## src/rtl/flash_pkg.sv

```systemverilog
// Shared definitions for the flash sequencer: state encoding and default sizing.
// FLASH_SEQ_TIMEOUT_EN (in the sequencer) enables the optional done-timeout watchdog.
package flash_pkg;

    typedef enum logic {
        IDLE      = 1'b0,
        WAIT_DONE = 1'b1
    } state_e;

    localparam int FLASH_CNT_W          = 4;
    localparam int FLASH_TIMEOUT_CYCLES = 64;

endpackage

```

## src/rtl/flash_watchdog.sv

```systemverilog
// Cycle counter that flags expiry when LIMIT enabled cycles pass without a clear.
// Only instantiated when FLASH_SEQ_TIMEOUT_EN is defined.
module flash_watchdog #(
    parameter int LIMIT = 64
) (
    input  logic clk_i,
    input  logic rst_i,
    input  logic clear_i,
    input  logic enable_i,
    output logic expired_o
);

    localparam int CW = $clog2(LIMIT + 1);
    localparam logic [CW-1:0] LAST = CW'(LIMIT - 1);
    localparam logic [CW-1:0] TOP  = CW'(LIMIT);

    logic [CW-1:0] count_q;
    logic [CW-1:0] count_d;

    // Next count: clear wins, otherwise count enabled cycles and saturate at LIMIT.
    always_comb begin
        count_d = count_q;
        if (clear_i) begin
            count_d = {CW{1'b0}};
        end else if (enable_i && (count_q != TOP)) begin
            count_d = count_q + {{(CW-1){1'b0}}, 1'b1};
        end else begin
            count_d = count_q;
        end
    end

    // Counter register with synchronous reset.
    always_ff @(posedge clk_i) begin
        if (rst_i) begin
            count_q <= {CW{1'b0}};
        end else begin
            count_q <= count_d;
        end
    end

    // Current enabled cycle is the LIMIT-th one since the last clear.
    assign expired_o = enable_i && (count_q == LAST);

endmodule

```

## src/rtl/flash_sequencer.sv

```systemverilog
// Blinks the display N times by driving blank through 2N timer intervals.
// Define FLASH_SEQ_TIMEOUT_EN to add a sticky timeout on a missing timer_done.
module flash_sequencer
    import flash_pkg::*;
#(
    parameter int CNT_W          = FLASH_CNT_W,
    parameter int TIMEOUT_CYCLES = FLASH_TIMEOUT_CYCLES
) (
    input  logic             CLK_50MHZ,
    input  logic             RST,
    input  logic             trigger,
    input  logic [CNT_W-1:0] flashes,
    output logic             timer_start,
    input  logic             timer_done,
    output logic             blank,
    output logic             busy,
    output logic             finished,
    output logic             error
);

    state_e           state_q, state_d;
    logic [CNT_W:0]   remaining_q, remaining_d;
    logic             timer_start_q, timer_start_d;
    logic             blank_q, blank_d;
    logic             busy_q, busy_d;
    logic             finished_q, finished_d;
    logic             done_valid_s;
    logic             wd_expired_s;

    // A done pulse seen while our own start is still high belongs to the previous interval.
    assign done_valid_s = timer_done && !timer_start_q;

`ifdef FLASH_SEQ_TIMEOUT_EN
    logic error_q, error_d;

    flash_watchdog #(
        .LIMIT(TIMEOUT_CYCLES)
    ) u_watchdog (
        .clk_i    (CLK_50MHZ),
        .rst_i    (RST),
        .clear_i  (timer_start_d),
        .enable_i (state_q == WAIT_DONE),
        .expired_o(wd_expired_s)
    );

    assign error = error_q;
`else
    assign wd_expired_s = 1'b0;
    assign error        = 1'b0;
`endif

    // Next-state and output decode for the sequencer.
    always_comb begin
        state_d       = state_q;
        remaining_d   = remaining_q;
        blank_d       = blank_q;
        busy_d        = busy_q;
        timer_start_d = 1'b0;
        finished_d    = 1'b0;
`ifdef FLASH_SEQ_TIMEOUT_EN
        error_d       = error_q;
`endif
        case (state_q)
            IDLE: begin
                if (trigger) begin
                    if (flashes == {CNT_W{1'b0}}) begin
                        finished_d = 1'b1;
                    end else begin
                        remaining_d   = {flashes, 1'b0} - {{CNT_W{1'b0}}, 1'b1};
                        blank_d       = 1'b1;
                        timer_start_d = 1'b1;
                        busy_d        = 1'b1;
                        state_d       = WAIT_DONE;
                    end
                end else begin
                    state_d = IDLE;
                end
            end
            WAIT_DONE: begin
                if (done_valid_s) begin
                    if (remaining_q != {(CNT_W+1){1'b0}}) begin
                        blank_d       = ~blank_q;
                        remaining_d   = remaining_q - {{CNT_W{1'b0}}, 1'b1};
                        timer_start_d = 1'b1;
                    end else begin
                        blank_d    = 1'b0;
                        finished_d = 1'b1;
                        busy_d     = 1'b0;
                        state_d    = IDLE;
                    end
                end else if (wd_expired_s) begin
                    // Abort without a finished pulse; error stays set until reset.
                    blank_d     = 1'b0;
                    busy_d      = 1'b0;
                    remaining_d = {(CNT_W+1){1'b0}};
                    state_d     = IDLE;
`ifdef FLASH_SEQ_TIMEOUT_EN
                    error_d     = 1'b1;
`endif
                end else begin
                    state_d = WAIT_DONE;
                end
            end
            default: begin
                state_d     = IDLE;
                remaining_d = {(CNT_W+1){1'b0}};
                blank_d     = 1'b0;
                busy_d      = 1'b0;
            end
        endcase
    end

    // State and registered outputs with synchronous reset.
    always_ff @(posedge CLK_50MHZ) begin
        if (RST) begin
            state_q       <= IDLE;
            remaining_q   <= {(CNT_W+1){1'b0}};
            timer_start_q <= 1'b0;
            blank_q       <= 1'b0;
            busy_q        <= 1'b0;
            finished_q    <= 1'b0;
`ifdef FLASH_SEQ_TIMEOUT_EN
            error_q       <= 1'b0;
`endif
        end else begin
            state_q       <= state_d;
            remaining_q   <= remaining_d;
            timer_start_q <= timer_start_d;
            blank_q       <= blank_d;
            busy_q        <= busy_d;
            finished_q    <= finished_d;
`ifdef FLASH_SEQ_TIMEOUT_EN
            error_q       <= error_d;
`endif
        end
    end

    assign timer_start = timer_start_q;
    assign blank       = blank_q;
    assign busy        = busy_q;
    assign finished    = finished_q;

endmodule

```

## config.mk

```make
export PLATFORM = sky130hd
export DESIGN_NAME = flash_sequencer
export DESIGN_NICKNAME = d
export VERILOG_FILES = /design/src/rtl/flash_pkg.sv /design/src/rtl/flash_watchdog.sv /design/src/rtl/flash_sequencer.sv
export SDC_FILE = /design/constraint.sdc
export NUM_CORES = 1
export LEC_CHECK = 0
export BUFFER_PORTS_ARGS = -buffer_cell sky130_fd_sc_hd__buf_4
export CAP_MARGIN = 25
export CORE_AREA = 5 5 42 44
export CTS_CLUSTER_SIZE = 14
export DETAILED_ROUTE_END_ITERATION = 8
export DIE_AREA = 0 0 47 49
export GPL_ROUTABILITY_DRIVEN = 0
export PLACE_DENSITY = 0.68
export SYNTH_ARGS = -nofsm -noshare
export SYNTH_HDL_FRONTEND = slang
export SYNTH_SLANG_ARGS = --single-unit
```

## constraint.sdc

```tcl
create_clock -name CLK_50MHZ -period 1.65 [get_ports CLK_50MHZ]
set_clock_uncertainty 0.05 [all_clocks]
set_input_delay 0.0825 -clock CLK_50MHZ [delete_from_list [all_inputs] [get_ports CLK_50MHZ]]
set_output_delay 0.0825 -clock CLK_50MHZ [all_outputs]
set_load 0.005 [all_outputs]
```

==> results.cfg, run 1 <==
[global_routing]
met2_usage_pct = 16.5
busiest_layer = met1
antenna_found_initial = 0
track_usage_pct = 13.2
met1_usage_pct = 19.2
grt.met3_usage_pct = 2.21
grt_pass1_vias = 493
grt_overflow = 0
grt_pass1_wl_um = 2210
grt_max_degree = 11

[clock_network]
clockBufferDepth = 2
clkTransAtPathRegs_ns = 0.07
insertion_delay_ns = 0.27
clock_sinks = 10
postCtsHoldBufs = 0
cts_tree = done
root_buffer = clkbuf_4
numCtsBuffers = 3
cts-htree-levels = 1

[job]
drv_cap = 0

[floorplanning]
die_area_mm2 = 0.00230
rows = 14
num_io_pins = 13
initial_utilization_pct = 43.0
core-area_mm2 = 0.00140
die_x_um = 47
die_h_um = 49

[cells_and_area]
fill_cells = 139
final_common_cell = buf_4
num_antenna_cells = 0
final_area_um2 = 747
area_delta_synth_final_pct = 23.9
fin_nets = 96
seqCellArea_um2 = 200
multiInputGateArea_um2 = 373
layout-drive-gt1-share_pct = 31.0
fin_cells = 100
final_cell_mix = 15 x buf_4, 10 x dfxtp_1, 8 x nand2_1
post-route-util_pct = 53.3

[route]
drt-total-wl_um = 1310
drc_errors = 0
vias = 523
routedWlPerCell_um = 13.1
via_per_inst = 5.23
antenna_left = 0
drt_iter0_drc = 3
dr.pass1.iters = 2

[power_and_ir_drop]
p_leak_nw = 0.315
p_total_mw = 0.686
pwr_density_cell_mw_per_mm2 = 918
ir_worst_vdd_mv = 0.506

[setup_path]
path_max_fanout = 6
slowest_delay_ns = 0.32
startpoint = remaining_q[0]
r2r_slack_ns = 0.09
crit_buf_inv = 2
timing.rr.end = remaining_q[3]
path_class = reg2reg
cp.arrival_ns = 1.70
cp.depth = 7
endpoint = remaining_q[3]
cp_cell_sequence = inv_1 -> ha_2 -> nor4b_4 -> buf_4 -> a2bb2oi_4 -> o21ai_1 -> a21oi_1
required_ns = 1.79
cpLargestDelayFamily = compound AO/OA/AOI/OAI gates
reg2reg_from = remaining_q[0]
critPathCaptureType = register
r2r_cells = 7
startpoint_type = register
slowest_stage = dfxtp_1

[timing]
finalCriticalPeriod_ns = 1.56
setup_slack_ns = 0.0886
hold_viol_final = 0
drv_slew = 0
max_clock_freq_mhz = 640
fin_crit_sh_pct = 94.6
setup-violations-final = 0
setup-tns-final_ns = 0
whs_ns = 0.00317

[place]
postPlaceCellArea_um2 = 693
pre_cts_slack_ns = 0.0357
dp_hpwl_um = 983
dp.cells = 94
numPortBuffers = 11

[yosys]
avgSynthCellArea_um2 = 8.74
synthTopCellsByArea = dfxtp_1 33%, a21oi_1 5.8%, nand2_1 5.0%
yosysWarnings = 0
synth_top_area_cell = dfxtp_1
synth_nets = 79
synth_top_area_share_pct = 33.2
yosysSeqAreaShare_pct = 33.2
syn-cell-area_um2 = 603
ys_ff_latch = 10
synth_cell_types = 31
syn_inst = 69

[min_path]
min_path_type = in2reg

[run_status]
status = complete, no violations
==> worst min path at each step <==
| stage | startpoint | endpoint | slack [ns] | cells after the start |
|---|---|---|---|---|
| floorplan | flashes[3] | finished | 0.23 | 3 |
| global placement | RST | remaining_q[4] | 0.29 | 2 |
| detailed placement | RST | remaining_q[2] | 0.29 | 2 |
| CTS | RST | busy | 0.007 | 2 |
| global route | RST | state_q | 0.02 | 2 |
| finish | RST | busy | 0.003 | 2 |
==> cell type report <==
cell class                      instances  area share (%)
Clock buffer                            3            3.02
Tap cell                               16            2.68
Inverter                                5            2.51
Sequential cell                        10            26.8
Multi-Input combinational cell         51            49.9
Timing Repair Buffer                   15            15.1
==> registers in the layout, summed over array words and instances, names as in the netlist <==
| name | cells |
|---|---|
| blank | 1 |
| state_q | 1 |
| remaining_q | 5 |
| finished | 1 |
| timer_start | 1 |
| busy | 1 |
==> per-layer routing <==
metal | part of all wire, % | wire length (µm)
met1 | 50 | 659
met2 | 42 | 551
met3 | 4.8 | 63
met4 | 2.7 | 36
met5 | 0 | 0
==> Yosys cell counts <==
cell type / instances
a211oi_1: 1
a21oi_1: 7
a2bb2oi_4: 1
a32oi_1: 1
and2b_2: 2
buf_2: 1
buf_4: 2
conb_1: 1
dfxtp_1: 10
ha_1: 2
inv_1: 5
mux2i_1: 2
nand2_1: 8
nand2b_1: 2
nand3_1: 1
nand3b_1: 3
nor2_1: 2
nor3_1: 1
nor3b_1: 1
nor4_1: 1
nor4b_4: 1
o211ai_1: 1
o21ai_0: 3
o21ai_1: 2
o22ai_1: 1
o31a_1: 2
o31a_2: 1
or3_1: 1
or3b_4: 1
or4_1: 1
xnor2_1: 1
==> cell families after synthesis <==
| group | after synthesis | synth area share, % |
|---|---|---|
| AND/OR/NAND/NOR | 25 | 27.0 |
| buffers and inverters | 8 | 6.43 |
| flip-flops | 10 | 33.2 |
| adder cells (fa/ha/maj) | 2 | 4.15 |
| XOR/XNOR | 1 | 1.45 |
| other | 1 | 0.622 |
| AO/OA/AOI/OAI | 20 | 23.9 |
| multiplexers | 2 | 3.32 |
==> power by group <==
group	switching (mW)	leakage (nW)	internal (mW)	total (mW)
clock network	0.0809	0.0138	0.0841	0.165
logic	0.101	0.218	0.127	0.229
registers	0.0255	0.0827	0.267	0.292
total	0.208	0.315	0.478	0.686
==> what timing repair did <==
action | in CTS | in global routing
setup buffers | 0 | 3
endpoints found under the setup margin | 0 | 4
resized for setup | 0 | 2
Power figures use the tool's default switching activity.
==> run 2, diff against run 1 <==
--- a/config.mk
+++ b/config.mk
@@ -13,6 +13,7 @@
 export DIE_AREA = 0 0 47 49
 export GPL_ROUTABILITY_DRIVEN = 0
 export PLACE_DENSITY = 0.68
+export SETUP_SLACK_MARGIN = 0.5
 export SYNTH_ARGS = -nofsm -noshare
 export SYNTH_HDL_FRONTEND = slang
 export SYNTH_SLANG_ARGS = --single-unit
==> results.cfg, run 2 (synthesis gave the netlist of run 1 again) <==
[run_status]
status = complete, no violations

[power_and_ir_drop]
ir_worst_vdd_mv = 0.551
p_leak_nw = 0.361
pwr_density_cell_mw_per_mm2 = 943

[global_routing]
grt_pass1_vias = 571
grt_overflow = 0
track_usage_pct = 14.7
grt_max_degree = 11
antenna_found_initial = 0
grt_pass1_wl_um = 2480

[cells_and_area]
final_common_cell = buf_4
layout-drive-gt1-share_pct = 48.9
fin_nets = 101
final_cell_mix = 16 x buf_4, 7 x dfxtp_1, 6 x nand2_1
largest_register_ffs = 5
fin_cells = 106
top_register = remaining_q
area_delta_synth_final_pct = 42.7
num_antenna_cells = 0
fill_cells = 127

[setup_path]
path_max_fanout = 5
slowest_stage = dfxtp_4
cp.arrival_ns = 1.60
r2r_cells = 7
cp_cell_sequence = inv_2 -> ha_4 -> nor4b_4 -> buf_6 -> a2bb2oi_4 -> buf_4 -> a211oi_1
r2r_slack_ns = 0.19
critPathCaptureType = register
path_class = reg2reg
slowest_delay_ns = 0.37
timing.rr.end = remaining_q[0]
reg2reg_from = remaining_q[1]
startpoint_type = register
required_ns = 1.78

[floorplanning]
core-area_mm2 = 0.00140
num_io_pins = 13
die_x_um = 47
rows = 14
die_area_mm2 = 0.00230
initial_utilization_pct = 43.0
die_h_um = 49

[min_path]
min_path_type = in2reg
hp-start = timer_done
hold_end = state_q
hold_depth = 4

[timing]
fin_crit_sh_pct = 88.6
setup-tns-final_ns = 0
setup-violations-final = 0
drv_slew = 0
max_clock_freq_mhz = 684
finalCriticalPeriod_ns = 1.46
rsz0062_at_grt = true
hold_viol_final = 0

[route]
routedWlPerCell_um = 13.7
antenna_left = 0
drc_errors = 0
vias = 573
via_per_inst = 5.41
drt-total-wl_um = 1450
drt_iter0_drc = 8
dr.pass1.iters = 4

[clock_network]
root_buffer = clkbuf_4
insertion_delay_ns = 0.27
clock_sinks = 10
numCtsBuffers = 3
cts_tree = done
clockBufferDepth = 2
cts-htree-levels = 1
clkTransAtPathRegs_ns = 0.07

[place]
numPortBuffers = 11
dp_hpwl_um = 1050
dp.cells = 94

[job]
drv_cap = 0
-- run 2: cell types whose count changed in the layout (fill, tap and decap cells not counted), sizes merged --
cell         delta
buf             +4
clkbuf          +1
dlygate4sd3     +1
-- run 2: worst max path at each step --
stage	startpoint	to	depth (start not counted)
after detailed placement	remaining_q[0]	remaining_q[3]	6
final	remaining_q[1]	remaining_q[0]	7
after floorplan	remaining_q[0]	remaining_q[2]	6
after global routing	remaining_q[3]	remaining_q[3]	4
after global placement	remaining_q[1]	remaining_q[2]	6
after CTS	remaining_q[0]	remaining_q[3]	7
-- run 2: per-layer routing --
layer | GRT usage [%] | part of all wire [%]
met5 | 0 | 0
met4 | 9.68 | 3.0
met3 | 2.21 | 5.4
met2 | 20.6 | 46
met1 | 20.1 | 45
-- run 2: stage by stage --
| step | power [mW] | util, % | worst slack, ns | hold slack (ns) | area, µm² |
|---|---|---|---|---|---|
| after floorplan | 0.447 | - | 0.306 | 0.235 | 627 |
| after global placement | 0.502 | 51.0 | 0.186 | 0.278 | 714 |
| after detailed placement | 0.507 | 51.0 | 0.143 | 0.279 | 714 |
| after CTS | 0.784 | 58.8 | 0.223 | 0.0755 | 825 |
| after global routing | 0.860 | 61.4 | 0.136 | 0.0951 | 861 |
| final | 0.811 | 61.4 | 0.188 | 0.0740 | 861 |
-- run 2: critical path, delay by kind of cell, from the launching register on --
| kind | cells | cell delay (ns) |
|---|---|---|
| flip-flops | 1 | 0.37 |
| AO/OA/AOI/OAI | 2 | 0.37 |
| buffers and inverters | 3 | 0.31 |
| adder cells (fa/ha/maj) | 1 | 0.15 |
| AND/OR/NAND/NOR | 1 | 0.13 |
-- run 2: power breakdown --
part | switching, mW | internal [mW] | total, mW
clock network | 0.0927 | 0.134 | 0.227
logic | 0.122 | 0.165 | 0.287
registers | 0.0287 | 0.268 | 0.297
total | 0.243 | 0.568 | 0.811
-- run 2: cell type report --
type	instances	area (µm²)	area share (%)
repair buffers	20	164	19.0
inverters	5	18.8	2.18
flip-flops and latches	10	206	24.0
well taps	16	20.0	2.33
clock buffers	4	36.3	4.22
multi-input cells	51	415	48.3
-- run 2: timing repair --
item | CTS | global route
gates resized for setup | 4 | 10
hold buffers | 1 | 0
buffers inserted | 6 | 1
setup endpoints to repair | 10 | 10
hold endpoints to repair | 3 | 0
pin swaps | 7 | 4
==> run 3, diff against run 2 <==
--- a/config.mk
+++ b/config.mk
@@ -7,10 +7,10 @@
 export LEC_CHECK = 0
 export BUFFER_PORTS_ARGS = -buffer_cell sky130_fd_sc_hd__buf_4
 export CAP_MARGIN = 25
-export CORE_AREA = 5 5 42 44
+export CORE_MARGIN = 5
+export CORE_UTILIZATION = 45
 export CTS_CLUSTER_SIZE = 14
 export DETAILED_ROUTE_END_ITERATION = 8
-export DIE_AREA = 0 0 47 49
 export GPL_ROUTABILITY_DRIVEN = 0
 export PLACE_DENSITY = 0.68
 export SETUP_SLACK_MARGIN = 0.5
==> results.cfg, run 3 (synthesis gave the netlist of run 1 again) <==
[run_status]
status = complete, no violations

[global_routing]
grt_pass1_vias = 589
grt_max_degree = 13
grt_pass1_wl_um = 2500
antenna_found_initial = 0
track_usage_pct = 16.2
grt_overflow = 0

[clock_network]
cts_tree = done
clockBufferDepth = 2
cts-htree-levels = 1
clock_sinks = 10
clkTransAtPathRegs_ns = 0.08
insertion_delay_ns = 0.27
numCtsBuffers = 3
root_buffer = clkbuf_4

[setup_path]
required_ns = 1.81
path_max_fanout = 5
critPathCaptureType = register
startpoint_type = register
path_class = reg2reg
cp_cell_sequence = inv_2 -> ha_4 -> nor4b_4 -> buf_4 -> a2bb2oi_4 -> o21ai_1 -> a21oi_1
slowest_delay_ns = 0.34
cp.arrival_ns = 1.63
slowest_stage = dfxtp_2

[floorplanning]
core-area_mm2 = 0.00128
num_io_pins = 13
die_h_um = 46.6
rows = 13
initial_utilization_pct = 46.9
die_x_um = 46.6
die_area_mm2 = 0.00217

[power_and_ir_drop]
share_comb_of_total_power_pct = 35.6
p_int_mw = 0.564
switching_share_pct = 29.6
switchingPower_mw = 0.237
ir_worst_vdd_mv = 0.683
p_leak_nw = 0.365
p_clk_share_pct = 27.9
pwr_density_cell_mw_per_mm2 = 949
seqPwrFrac_pct = 36.5

[timing]
setup-tns-final_ns = 0
finalCriticalPeriod_ns = 1.47
fin_crit_sh_pct = 89.2
rsz0062_at_grt = true
setup-violations-final = 0
hold_viol_final = 0
drv_slew = 0
max_clock_freq_mhz = 679

[route]
antenna_left = 0
drc_errors = 0
vias = 584
routedWlPerCell_um = 14.2
drt-total-wl_um = 1510
drt_iter0_drc = 13
via_per_inst = 5.51
dr.pass1.iters = 3

[cells_and_area]
area_delta_synth_final_pct = 40.0
final_common_cell = buf_4
top_register = remaining_q
fin_nets = 102
num_antenna_cells = 0
largest_register_ffs = 5
final_area_um2 = 845
final_cell_mix = 18 x buf_4, 8 x dfxtp_1, 7 x nand2_1
layout-drive-gt1-share_pct = 44.0
fill_cells = 112

[place]
dp_hpwl_um = 1020
numPortBuffers = 11
postPlaceCellArea_um2 = 713

[min_path]
min_path_type = in2reg

[job]
drv_cap = 0
## run 3: timing repair
item / 4_1_cts / 5_1_grt
pin swaps: 3 / 8
setup buffers: 5 / 3
hold endpoints to repair: 2 / 0
resized for setup: 6 / 2
setup endpoints to repair: 10 / 10
hold buffers: 1 / 0
## run 3: layer usage
layer  vias up  wire (µm)  GRT usage [%]
met5         -          0              0
met4         0         10           4.42
met3         2         56           6.25
met2         9        732           25.8
met1       280        711           20.2
li1        293          -              -
## run 3: metrics by stage
| step | std cells | setup WS, ns | total power [mW] | utilization (%) | hold WS (ns) |
|---|---|---|---|---|---|
| 6_report | 106 | 0.178 | 0.801 | 65.7 | 0.0865 |
| 5_1_grt | 106 | 0.101 | 0.857 | 65.7 | 0.104 |
| 4_1_cts | 103 | 0.253 | 0.775 | 63.4 | 0.0819 |
| 3_5_place_dp | 93 | 0.158 | 0.506 | 55.5 | 0.284 |
| 3_3_place_gp | 93 | 0.178 | 0.501 | 55.5 | 0.279 |
| 2_1_floorplan | 69 | 0.306 | 0.447 | - | 0.235 |
## run 3: power groups by stage
stage / Clock (mW) / Combinational (mW) / Sequential [mW]
finish: 0.223 / 0.285 / 0.293
global route: 0.252 / 0.310 / 0.295
CTS: 0.230 / 0.252 / 0.293
detailed placement: 0 / 0.208 / 0.298
global placement: 0 / 0.203 / 0.298
floorplan: 0 / 0.153 / 0.294
## run 3: critical path, delay by kind of cell (launching register included)
kind	cells	cell delay, ns
buffers and inverters	2	0.25
and+or+nand+nor	1	0.22
AOI/OAI and AO/OA	3	0.43
DFF	1	0.34
adders and majority gates	1	0.12
## run 3: cell type report
cell class / count / area [µm²] / area share [%]
inverter: 5 / 18.8 / 2.22
clock buffer: 4 / 36.3 / 4.30
multi-input combinational: 51 / 400 / 47.4
sequential: 10 / 203 / 24.0
timing repair buffer: 21 / 168 / 19.9
tap: 15 / 18.8 / 2.22
## run 3: final timing paths
kind / startpoint / end / slack (ns) / cells after the start
hold / removal: timer_done / state_q / 0.09 / 4
setup reg to reg: remaining_q[1] / remaining_q[2] / 0.18 / 7
setup / recovery: remaining_q[1] / remaining_q[2] / 0.18 / 7
hold reg to reg: busy / busy / 0.43 / 2
